==> src/rtl/fetch_pkg.sv <==
// Shared types and constants for the dual-issue fetch stage.
package fetch_pkg;

  localparam int unsigned INST_BYTES  = 4;
  localparam int unsigned FETCH_WIDTH = 2;

  typedef struct packed {
    logic [31:0] pc;
    logic [31:0] inst;
  } fetch_entry_t;

endpackage

==> src/rtl/fetch_unit_if.sv <==
// Fetch stage bus: control inputs, Instmem address/data, decode-side instruction pair.
interface fetch_unit_if #(
  parameter int unsigned IMEM_LENGTH = 1024
);
  localparam int unsigned AW = $clog2(IMEM_LENGTH);

  logic          fetch_enable;
  logic          redirect_valid;
  logic [31:0]   redirect_pc;
  logic [AW-1:0] imem_address;
  logic [31:0]   imem_value1;
  logic [31:0]   imem_value2;
  logic          inst0_valid;
  logic          inst1_valid;
  logic [31:0]   inst0;
  logic [31:0]   inst1;
  logic [31:0]   inst0_pc;
  logic [31:0]   inst1_pc;
  logic [1:0]    dec_accept;

  modport master (
    input  fetch_enable, redirect_valid, redirect_pc, imem_value1, imem_value2, dec_accept,
    output imem_address, inst0_valid, inst1_valid, inst0, inst1, inst0_pc, inst1_pc
  );

  modport slave (
    output fetch_enable, redirect_valid, redirect_pc, imem_value1, imem_value2, dec_accept,
    input  imem_address, inst0_valid, inst1_valid, inst0, inst1, inst0_pc, inst1_pc
  );

endinterface

==> src/rtl/fetch_queue.sv <==
// Circular instruction queue: 2-wide push, 0..2 pop, flush, head/head+1 read ports.
module fetch_queue
  import fetch_pkg::*;
#(
  parameter int unsigned DEPTH = 8
) (
  input  logic                         clk,
  input  logic                         rst_n,
  input  logic                         flush,
  input  logic                         push,
  input  fetch_entry_t                 push_e0,
  input  fetch_entry_t                 push_e1,
  input  logic [1:0]                   pop,
  output fetch_entry_t                 head0,
  output fetch_entry_t                 head1,
  output logic [$clog2(DEPTH):0]       count
);

  localparam int unsigned PW = $clog2(DEPTH);
  localparam int unsigned QW = PW + 1;

  fetch_entry_t  mem [DEPTH];
  logic [PW-1:0] head;
  logic [PW-1:0] tail;
  logic [PW-1:0] head_p1;
  logic [PW-1:0] tail_p1;

  assign head_p1 = head + PW'(1);
  assign tail_p1 = tail + PW'(1);
  assign head0   = mem[head];
  assign head1   = mem[head_p1];

  // Flush wins over push and pop; push and pop otherwise both apply.
  always_ff @(posedge clk or negedge rst_n) begin
    if (!rst_n) begin
      head  <= '0;
      tail  <= '0;
      count <= '0;
      for (int i = 0; i < int'(DEPTH); i++) mem[i] <= '0;
    end else if (flush) begin
      head  <= '0;
      tail  <= '0;
      count <= '0;
    end else begin
      if (push) begin
        mem[tail]    <= push_e0;
        mem[tail_p1] <= push_e1;
        tail         <= tail + PW'(2);
      end
      head  <= head + PW'(pop);
      count <= count + (push ? QW'(2) : QW'(0)) - QW'(pop);
    end
  end

  pop_legal_a : assert property (@(posedge clk) disable iff (!rst_n)
    !flush |-> (pop <= 2'd2 && QW'(pop) <= count))
    else $error("fetch_queue: pop of %0d with count %0d", pop, count);

endmodule

==> src/rtl/fetch_unit.sv <==
// Dual-issue fetch stage: owns the PC, pushes Instmem word pairs into the queue, handles redirect.
module fetch_unit
  import fetch_pkg::*;
#(
  parameter int unsigned IMEM_LENGTH = 1024,
  parameter logic [31:0] RESET_PC    = 32'h0000_0000,
  parameter int unsigned QUEUE_DEPTH = 8
) (
  input logic          clk,
  input logic          rst_n,
  fetch_unit_if.master bus
);

  localparam int unsigned AW         = $clog2(IMEM_LENGTH);
  localparam int unsigned QW         = $clog2(QUEUE_DEPTH) + 1;
  localparam logic [31:0] PAIR_BYTES = 32'(INST_BYTES * FETCH_WIDTH);

  logic [31:0]   pc;
  logic          push_c;
  logic [QW-1:0] count;
  fetch_entry_t  e0;
  fetch_entry_t  e1;
  fetch_entry_t  h0;
  fetch_entry_t  h1;

  // Push decision uses pre-pop occupancy so a full queue never overruns.
  assign push_c = bus.fetch_enable && !bus.redirect_valid && (count <= QW'(QUEUE_DEPTH - 2));

  assign e0 = '{pc: pc, inst: bus.imem_value1};
  assign e1 = '{pc: pc + 32'(INST_BYTES), inst: bus.imem_value2};

  always_ff @(posedge clk or negedge rst_n) begin
    if (!rst_n) begin
      pc <= RESET_PC;
    end else if (bus.redirect_valid) begin
      pc <= bus.redirect_pc & ~32'h3;
    end else if (push_c) begin
      pc <= pc + PAIR_BYTES;
    end
  end

  fetch_queue #(.DEPTH(QUEUE_DEPTH)) u_queue (
    .clk     (clk),
    .rst_n   (rst_n),
    .flush   (bus.redirect_valid),
    .push    (push_c),
    .push_e0 (e0),
    .push_e1 (e1),
    .pop     (bus.dec_accept),
    .head0   (h0),
    .head1   (h1),
    .count   (count)
  );

  assign bus.imem_address = pc[AW-1:0];
  assign bus.inst0_valid  = (count != '0);
  assign bus.inst1_valid  = (count >= QW'(2));
  assign bus.inst0        = h0.inst;
  assign bus.inst1        = h1.inst;
  assign bus.inst0_pc     = h0.pc;
  assign bus.inst1_pc     = h1.pc;

endmodule

==> src/flat_wrapper.sv <==
// flat-port wrapper written by rule: the top's interface ports become plain ports
module fetch_unit_flat import fetch_pkg::*;
#(
  parameter int unsigned IMEM_LENGTH = 1024,
  parameter logic [31:0] RESET_PC    = 32'h0000_0000,
  parameter int unsigned QUEUE_DEPTH = 8
)
  (clk, rst_n, bus_fetch_enable, bus_redirect_valid, bus_redirect_pc, bus_imem_value1, bus_imem_value2, bus_dec_accept, bus_imem_address, bus_inst0_valid, bus_inst1_valid, bus_inst0, bus_inst1, bus_inst0_pc, bus_inst1_pc);
  fetch_unit_if #(.IMEM_LENGTH(IMEM_LENGTH)) bus_i ();
  input logic clk;
  input logic rst_n;
  input wire logic [$bits(bus_i.fetch_enable)-1:0] bus_fetch_enable;
  input wire logic [$bits(bus_i.redirect_valid)-1:0] bus_redirect_valid;
  input wire logic [$bits(bus_i.redirect_pc)-1:0] bus_redirect_pc;
  input wire logic [$bits(bus_i.imem_value1)-1:0] bus_imem_value1;
  input wire logic [$bits(bus_i.imem_value2)-1:0] bus_imem_value2;
  input wire logic [$bits(bus_i.dec_accept)-1:0] bus_dec_accept;
  output wire logic [$bits(bus_i.imem_address)-1:0] bus_imem_address;
  output wire logic [$bits(bus_i.inst0_valid)-1:0] bus_inst0_valid;
  output wire logic [$bits(bus_i.inst1_valid)-1:0] bus_inst1_valid;
  output wire logic [$bits(bus_i.inst0)-1:0] bus_inst0;
  output wire logic [$bits(bus_i.inst1)-1:0] bus_inst1;
  output wire logic [$bits(bus_i.inst0_pc)-1:0] bus_inst0_pc;
  output wire logic [$bits(bus_i.inst1_pc)-1:0] bus_inst1_pc;
  assign bus_i.fetch_enable = bus_fetch_enable;
  assign bus_i.redirect_valid = bus_redirect_valid;
  assign bus_i.redirect_pc = bus_redirect_pc;
  assign bus_i.imem_value1 = bus_imem_value1;
  assign bus_i.imem_value2 = bus_imem_value2;
  assign bus_i.dec_accept = bus_dec_accept;
  assign bus_imem_address = bus_i.imem_address;
  assign bus_inst0_valid = bus_i.inst0_valid;
  assign bus_inst1_valid = bus_i.inst1_valid;
  assign bus_inst0 = bus_i.inst0;
  assign bus_inst1 = bus_i.inst1;
  assign bus_inst0_pc = bus_i.inst0_pc;
  assign bus_inst1_pc = bus_i.inst1_pc;
  fetch_unit #(.IMEM_LENGTH(IMEM_LENGTH), .RESET_PC(RESET_PC), .QUEUE_DEPTH(QUEUE_DEPTH)) u_core (.clk(clk), .rst_n(rst_n), .bus(bus_i));
endmodule
==> config.mk <==
export PLATFORM = sky130hd
export DESIGN_NAME = fetch_unit_flat
export DESIGN_NICKNAME = d
export VERILOG_FILES = /design/src/rtl/fetch_pkg.sv /design/src/rtl/fetch_unit_if.sv /design/src/rtl/fetch_queue.sv /design/src/rtl/fetch_unit.sv /design/src/flat_wrapper.sv
export SDC_FILE = /design/constraint.sdc
export NUM_CORES = 1
export LEC_CHECK = 0
export CORE_ASPECT_RATIO = 1.1
export CORE_MARGIN = 4
export CORE_UTILIZATION = 42
export CTS_CLUSTER_DIAMETER = 100
export DETAILED_ROUTE_END_ITERATION = 8
export MAX_ROUTING_LAYER = met4
export SLEW_MARGIN = 15
export SYNTH_ARGS = -nofsm -noshare
export SYNTH_HDL_FRONTEND = slang
export SYNTH_SLANG_ARGS = --single-unit
==> constraint.sdc <==
create_clock -name clk -period 7.5 [get_ports clk]
set_clock_uncertainty 0.05 [all_clocks]
set_input_delay 1.5 -clock clk [delete_from_list [all_inputs] [get_ports clk]]
set_output_delay 1.5 -clock clk [all_outputs]
set_load 0.01 [all_outputs]
Word level (Yosys, flattened, before mapping)

Index checks and enable logic that the tools add are counted.

$mul: 0
Order comparisons: 8
Reductions and logical operators: 8
Divide/modulo/power cells: 0
Add/subtract/negate cells: 8
Multiplexer cells: 19
Shift-type cells: 0
Bitwise logic cells: 5
Equality and inequality tests: 0

Operators with widths:

| cell                  | count |
|---|---|
| $bwmux 512            | 2 |
| $bmux 64 s3           | 2 |
| $demux 64 s3          | 2 |
| $mux 64               | 6 |
| $mux 32               | 2 |
| $add 32x3->32 const B | 1 |
| $add 32x4->32 const B | 1 |
| $ge 4x4->1 const B    | 4 |
| $not 3->4             | 4 |
| $mux 3                | 3 |
| $lt 4x1->1 const B    | 2 |
| $add 3x1->3 const B   | 2 |
| $add 4x2->4           | 1 |
| $ge 4x2->1 const B    | 1 |
| $le 4x3->1 const B    | 1 |
| $logic_and 1x1->1     | 4 |
| $mux 4                | 1 |
| $reduce_bool 4->1     | 1 |
| $sub 4x2->4           | 1 |
| $add 3x2->3           | 1 |
| $add 3x2->3 const B   | 1 |
| $mux 2                | 1 |
| $reduce_and 2->1      | 1 |
| $reduce_bool 2->1     | 1 |
| other kinds (2)       | 2 |

Memories: 0
Bits in latches: 0
Flip-flop bits (word level): 554
Logic and storage cells: 68
Bits of input ports: 102
ROM bits: 0
Output and inout bits: 140
Bits in writable memories: 0

Logic depth before layout (Yosys ltp)

Gate-level depths: netlist of the first run.

Depth after elaboration: 7
Mapped depth: 11
Mapped depth without buffers: 10

Cells and area by module

A second synthesis of the first run with hierarchy kept.

Cell total of the unflattened synthesis: 3027
Area, all modules: 31059.8 um^2

By module, submodules not included:

| module      | cells each | area each (um^2) | times used |
|---|---|---|---|
| fetch_queue | 2741       | 28792.6          | 1 |
| fetch_unit  | 286        | 2267.2           | 1 |

Worst setup path before layout of the first run

No wires, ideal clock.

Kind: register to output
Start: reg u_core.u_queue.head[1]
End: out bus_inst1_pc[1]
Stages on the path, launching flop included: 8
Data arrival time: 2.174 ns
Slack: 3.776 ns
Data required time: 5.950 ns
Cell sequence: dfrtp_1 -> ha_1 -> buf_2 -> buf_2 -> clkbuf_1 -> mux4_2 -> mux2_2 -> buf_4

Longest elaborated chain between the ends: 5

RTL lines:

| what                                        | line               | source |
|---|---|---|
| start: declaration                          | fetch_queue.sv:23  | `logic [PW-1:0] head;` |
| start signal: assignment                    | fetch_queue.sv:50  | `head <= head + PW'(pop);` |
| $add 3x1->3                                 | fetch_queue.sv:28  | `assign head_p1 = head + PW'(1);` |
| $not 3->4 (implied by the code)             | fetch_queue.sv:31  | `assign head1 = mem[head_p1];` |
| $bmux 64 s3                                 | fetch_queue.sv:31  |  |
| $mux 64 (implied by the code) (2 in series) | fetch_queue.sv:31  |  |
| end: declaration                            | flat_wrapper.sv:24 | `output wire logic [$bits(bus_i.inst1_pc)-1:0] bus_inst1_pc;` |

No other way between the ends. The select of a mux whose other input is x is not followed.

Final worst setup path of the first run

Start: reg u_core.u_queue.head[0]
End: out bus_inst1[21]

Longest elaborated chain between the ends: 5

RTL lines:

| what                                        | line               | source |
|---|---|---|
| $add 3x1->3                                 | fetch_queue.sv:28  |  |
| $not 3->4 (implied by the code)             | fetch_queue.sv:31  |  |
| $bmux 64 s3                                 | fetch_queue.sv:31  |  |
| $mux 64 (implied by the code) (2 in series) | fetch_queue.sv:31  |  |
| end: declaration                            | flat_wrapper.sv:22 | `output wire logic [$bits(bus_i.inst1)-1:0] bus_inst1;` |

No other way between the ends. The select of a mux whose other input is x is not followed.

==> impl_results.md, run 1 <==
* Synth cell types at 47
* Nets@finish at 2654
* Share of cells above drive strength 1 at 24.82%
* Asr flop ratio synth at 100.0%
* Die extent in x at 258.0 um
* Num ports at about 240
* Detailed Route WL at 85.95 mm
* Area Overhead vs Synth at 16.54%
* Primary FF master, synth: dfrtp_1
* Worst Path Max Fanout at 48
* Final std cells w/o fill at between 3000 and 4000
* First-pass GRT wire length at 133.2 mm
* Initial Utilization at 42.49%
* Worst hold path class: flip-flop to flip-flop
* CTS tree: yes
* Crit path kind: flip-flop to primary output
* # resized after CTS at 0
* Leakage at about 15 nW
* Largest net degree at the start of global routing at 169
* EDFF count, synth at 0
* CP endpoint kind: primary output
* DR vias at 20620
* Worst-path clk slew at about 0.050 ns
* Flops & latches, synth at 543
* Syn avg cell area at 11.95 um^2
* GR Overflow Total at 0
* Worst endpoint data arrival time at a little over 4 ns
* Synthesized instance count at 2416
* DRC at 0
* RePlAce Congestion at between 0.8 and 0.9
* Initial antenna violation count at 2
* Clk root buf: clkbuf_16
* DR pass1 iterations at 5
* Max clock buf depth at 3
* Worst skew pair latency at roughly 0.63 ns
* Die ar. at between 70000 and 80000 um^2
* Rel. slew slack at between 20% and 30%
* Dpl hpwl at 51.10 mm
* Inst Count DP at around 3400
* CORE AREA at 67940 um^2
* Setup TNS at 0 ns
* Post-Synthesis Cell Area at around 29000 um^2
* Data required time of the worst path at 5.95 ns
* Synth warn at 0
* Fin crit share at 74.41%
* Post-cts hold buffer count at 0
* Status: completed
* Fillcell total at 5942
* Max VDD drop at 0.1848 mV
* Port Buffers at 237
* Total track usage at 24.11%
* Initial DRC count at between 1500 and 2000
* FP Rows at 100
* DRT antenna net count at 0
* Setup Fix Bufs, Post-CTS at 0
* Pwr per Cell Area at 350.4 nW/um^2
* Slew @ Worst Pin at approximately 1.2 ns
* Fin. Hold Viols at 0
* CTS Sinks at 543
* Routed length per placed instance at 24.56 um
* Vias in the first global route at 21773
* Peak Freq at 0.1792 GHz
* Chip height at 283.0 um
* Final slew viol count at 0
* Worst setup SP type: flip-flop
* RSZ-0062 raised after global routing: false
* Max cap viols at 0
* CTS buffer count at 60
* Tmin final at 5.581 ns
* Register area share after synthesis at 47.07%
* Number of H-tree levels at 2
* Final setup fails at 0
* Via-per-instance ratio at a little under 6
-- layout make-up --
class | instances | area, um^2 | area share [%]
multi-input cells | 1644 | 14210 | 42.25
flip-flops and latches | 543 | 13600 | 40.42
repair buffers | 270 | 2695 | 8.011
clock buffers | 87 | 1753 | 5.210
well taps | 918 | 1149 | 3.414
clock inverters | 21 | 175.2 | 0.5207
inverters | 14 | 52.55 | 0.1562
diodes | 2 | 5.005 | 0.01488
-- cells in the final DEF, fill, tap and decap left out, types with 15 or more instances in the layout --
| cell type | Yosys | routed |
|---|---|---|
| nand2_1 | 721 | 716 |
| dfrtp_1 | 543 | 540 |
| mux4_2 | 252 | 252 |
| clkdlybuf4s50_1 | 0 | 235 |
| mux2_2 | 222 | 222 |
| o21ai_0 | 123 | 123 |
| a22o_1 | 99 | 99 |
| clkbuf_16 | 0 | 60 |
| xnor2_1 | 43 | 43 |
| buf_4 | 20 | 27 |
| nor2_1 | 20 | 17 |
| and2_1 | 18 | 15 |
| o31ai_1 | 15 | 15 |
| ha_1 | 16 | 15 |
| clkinv_2 | 0 | 15 |
| clkbuf_8 | 3 | 15 |
-- final timing paths --
path,start,to,slack [ns],depth (start not counted)
worst max-delay path,u_core.u_queue.head[0],bus_inst1[21],1.92,5
worst min-delay path,u_core.u_queue.mem[346],u_core.u_queue.mem[346],0.45,2
worst max register to register,u_core.u_queue.count[2],u_core.u_queue.mem[501],4.19,6
worst min register to register,u_core.u_queue.mem[346],u_core.u_queue.mem[346],0.45,2
max in group asynchronous,rst_n,u_core.u_queue.head[2],5.07,2
min in group asynchronous,rst_n,u_core.u_queue.mem[467],0.84,1
-- Yosys cell counts, types with 14 or more instances --
cell	n	area [um^2]
ha_1	16	200.2
o21ai_0	123	615.6
mux2_2	222	2500
nand2_1	721	2706
mux4_2	252	5675
o31ai_1	15	112.6
clkbuf_1	72	270.3
buf_4	20	150.1
xnor2_1	43	376.6
xor2_1	15	131.4
a22o_1	99	867.1
nor2_1	20	75.07
buf_2	104	520.5
inv_1	14	52.55
nand3_1	14	70.07
dfrtp_1	543	13590
and2_1	18	112.6
-- critical path: stages, from the launching register on --
cell and delay (ns):
dfrtp_4 0.70, buf_4 0.71, buf_4 0.60, mux4_2 0.60
mux2_2 0.28, clkdlybuf4s50_1 0.48
-- routing by layer --
metal | routed length, um | part of all wire, % | global-route usage (%)
met4 | 2009 | 2.3 | 6.417
met5 | 0 | 0 | -
met2 | 42120 | 49 | 38.50
met1 | 35810 | 42 | 32.28
met3 | 6019 | 7.0 | 4.269
-- per-stage QoR --
stage	power [W]	hold WS (ns)	instance area, um^2	worst slack, ns	util, %
final	0.01179	0.4462	33640	1.919	49.52
after global routing	0.01241	0.4658	33640	1.663	49.52
after CTS	0.01190	0.4474	33640	1.818	49.51
after detailed placement	0.008939	0.4330	31710	2.493	46.67
after global placement	0.008756	0.4215	31710	2.502	46.67
after floorplan	0.007085	0.4078	28870	3.776	-
-- flip-flops by register name (all words and copies together) (netlist names) --
name                  cells
u_core.pc                30
u_core.u_queue.count      4
u_core.u_queue.head       3
u_core.u_queue.mem      504
u_core.u_queue.tail       2
-- power by group --
part	internal, W	switching [W]	total (W)
registers	0.00383	0.000772	0.00461
logic	0.00247	0.00181	0.00427
clock network	0.00168	0.00123	0.00291
total	0.00798	0.00381	0.0118
-- cells by family after synthesis --
group | Yosys count | synth area share (%)
buffers and inverters | 230 | 4.031
XOR/XNOR | 58 | 1.760
adder cells (fa/ha/maj) | 19 | 0.9015
AND/OR/NAND/NOR | 839 | 12.04
other | 1 | 0.01299
AO/OA/AOI/OAI | 251 | 5.834
multiplexers | 475 | 28.35
flip-flops | 543 | 47.07
Note: power is estimated with default switching activity, not from simulation.
==> run 2: changes to the inputs <==
- clock period: 7.5 -> 5 ns (I/O delays scaled with it)
==> run 2 against run 1 <==
Sequential share of layout area down 0.37 points. Setup slack worse by 1.4 ns. Die area unchanged. Count of clock-buffer cells in the layout down 1. Sequential cell count unchanged. Critical endpoint is now bus_inst1_pc[4]. Largest cell class unchanged.
==> impl_results.md, run 2 (synthesis gave the netlist of run 1 again) <==
* Status: completed
* Peak Freq at 0.2252 GHz
* Sw power at 0.005720 W (+50%)
* Total track usage at 24.19% (+0.074 points)
* Clock share of power at 26.0% (+1.3 points)
* Area Overhead vs Synth at 17.63%
* CP endpoint kind: primary output
* GR Overflow Total at 0 (unchanged)
* Rel. slew slack at 21.75% (+0.69 points)
* Leakage at 14.67 nW (+1.0%)
* Initial antenna violation count at 1 (-1)
* CTS buffer count at 59 (-1.7%)
* Largest net degree at the start of global routing at 137 (-19%)
* Sequential Power Share at 38.1% (-1.0 points)
* Final Hold Slack at 0.2624 ns (-0.1839 ns)
* Final std cells w/o fill at 3512 (+0.37%)
* Chip height at 283.0 um (unchanged)
* RePlAce Congestion at 0.7939 (-0.77%)
* Worst hold path class: input pin to asynchronous set/reset pin
* Pwr per Cell Area at 530.7 nW/um^2 (+51%)
* CORE AREA at 67940 um^2 (unchanged)
* CTS Sinks at 543 (unchanged)
* Clk root buf: clkbuf_16
* Max cap viols at 0 (unchanged)
* DR pass1 iterations at 5 (unchanged)
* Fin. Hold Viols at 0 (unchanged)
* DRT antenna net count at 0 (unchanged)
* Slew @ Worst Pin at 1.174 ns (-0.01039 ns)
* Most flop-heavy register: u_core.u_queue.mem
* # resized after CTS at 0 (unchanged)
* Top Registers: u_core.u_queue.mem (504), u_core.pc (30), u_core.u_queue.count (4)
* DR vias at 20495 (-0.61%)
* Internal at 0.01230 W (+54%)
* Max VDD drop at 0.2979 mV (+61%)
* FP Rows at 100 (unchanged)
* Most frequent cells in the layout: nand2_1 (716), dfrtp_1 (540), mux4_2 (252)
* Tmin final at 4.440 ns
* Routed length per placed instance at 24.55 um (about the same)
* CTS tree: yes
* Setup Fix Bufs, Post-CTS at 0 (unchanged)
* DRC at 0 (unchanged)
* Die extent in x at 258.0 um (unchanged)
* Data required time of the worst path at 3.95 ns (-2.00 ns)
* Max FFs per register at 504 (unchanged)
* Switching Share at 31.74% (-0.58 points)
* Worst-path clk slew at 0.06 ns (about the same)
* Dpl hpwl at 52.13 mm (+2.0%)
* Die ar. at 73000 um^2 (unchanged)
* Via-per-instance ratio at 5.836 (-0.97%)
* Worst endpoint data arrival time at 3.39 ns (-0.64 ns)
* Post-cts hold buffer count at 0 (unchanged)
* Setup TNS at 0 ns (unchanged)
* First-pass GRT wire length at 133.4 mm (+0.17%)
* Comb pwr share at 35.9% (-0.3 points)
* Final slew viol count at 0 (unchanged)
* Nets@finish at 2667 (+0.49%)
* Ant diodes at 0 (-2)
* Crit path kind: flip-flop to primary output
* Detailed Route WL at 86.23 mm (+0.32%)
* Num ports at 242 (unchanged)
* Port Buffers at 237 (unchanged)
* Max clock buf depth at 3 (unchanged)
* Fin crit share at 88.79%
* Worst skew pair latency at 0.63 ns (about the same)
* Vias in the first global route at 21890 (+0.54%)
* Worst setup SP type: flip-flop
* Share of cells above drive strength 1 at 25.29% (+0.47 points)
* Most common cell after layout, fill and taps aside: nand2_1
* Number of H-tree levels at 2 (unchanged)
* Worst Path Max Fanout at 29 (-40%)
* Tot Pwr at 0.01802 W (+53%)
* RSZ-0062 raised after global routing: false
* Inst Count DP at 3402 (+0.38%)
* Final setup fails at 0 (unchanged)
* Final Core Density at 49.98% (+0.46 points)
* Initial Utilization at 42.49% (unchanged)
* Initial DRC count at 1612 (-8.1%)
[run 2: cell types whose count changed in the layout (fill, tap and decap cells not counted)]
cell	before	now
bufinv_16	2	8
clkinv_2	15	10
diode_2	2	0
buf_4	27	38
buf_12	6	8
clkbuf_1	12	11
nand2_4	5	4
buf_16	0	1
nand2_8	0	1
clkinvlp_4	2	3
[run 2: critical path, cell delays in order, from the launching register on]
cell and delay (ns):
dfrtp_4 0.52, ha_4 0.67, buf_4 0.42, mux4_2 0.36, mux2_2 0.32, clkdlybuf4s50_1 0.49
[run 2: cell type report]
type | count | area (um^2)
fillers | 5888 | 33980
clock inverters | 23 | 337.8
multi-input cells | 1644 | 14220
clock buffers | 86 | 1749
flip-flops and latches | 543 | 13600
inverters | 14 | 52.55
repair buffers | 284 | 2845
well taps | 918 | 1149
[run 2: worst paths after layout]
| check | slack, ns | end | startpoint | cells after the start |
|---|---|---|---|---|
| hold / removal | 0.26 | u_core.u_queue.mem[467] | rst_n | 1 |
| setup reg to reg | 1.85 | u_core.u_queue.mem[337] | u_core.u_queue.count[2] | 8 |
| setup / recovery | 0.56 | bus_inst1_pc[4] | u_core.u_queue.head[0] | 5 |
| hold reg to reg | 0.44 | u_core.u_queue.mem[331] | u_core.u_queue.mem[331] | 2 |
| max in group asynchronous | 3.25 | u_core.pc[14] | rst_n | 3 |
| min in group clk | 0.44 | u_core.u_queue.mem[331] | u_core.u_queue.mem[331] | 2 |
[run 2: layer usage]
metal / vias up / share of wire (%) / track usage (%)
li1: 8891 / - / -
met1: 10717 / 41 / 31.84
met2: 750 / 50 / 39.67
met3: 137 / 6.4 / 3.832
met4: 0 / 2.5 / 6.159
met5: - / 0 / -
[run 2: power by group through the flow]
stage	clock network [W]	registers [W]	logic, W
final	0.00468	0.00687	0.00648
after global routing	0.00496	0.00702	0.00699
after CTS	0.00478	0.00684	0.00656
after detailed placement	0	0.00691	0.00653
after global placement	0	0.00676	0.00641
after floorplan	0	0.00645	0.00417
[run 2: stage by stage]
step | setup slack, ns | cell area [um^2]
2_1_floorplan | 1.776 | 28870
3_3_place_gp | 1.142 | 31840
3_5_place_dp | 1.074 | 31840
4_1_cts | 0.4968 | 33930
5_1_grt | 0.4719 | 33960
6_report | 0.5603 | 33960
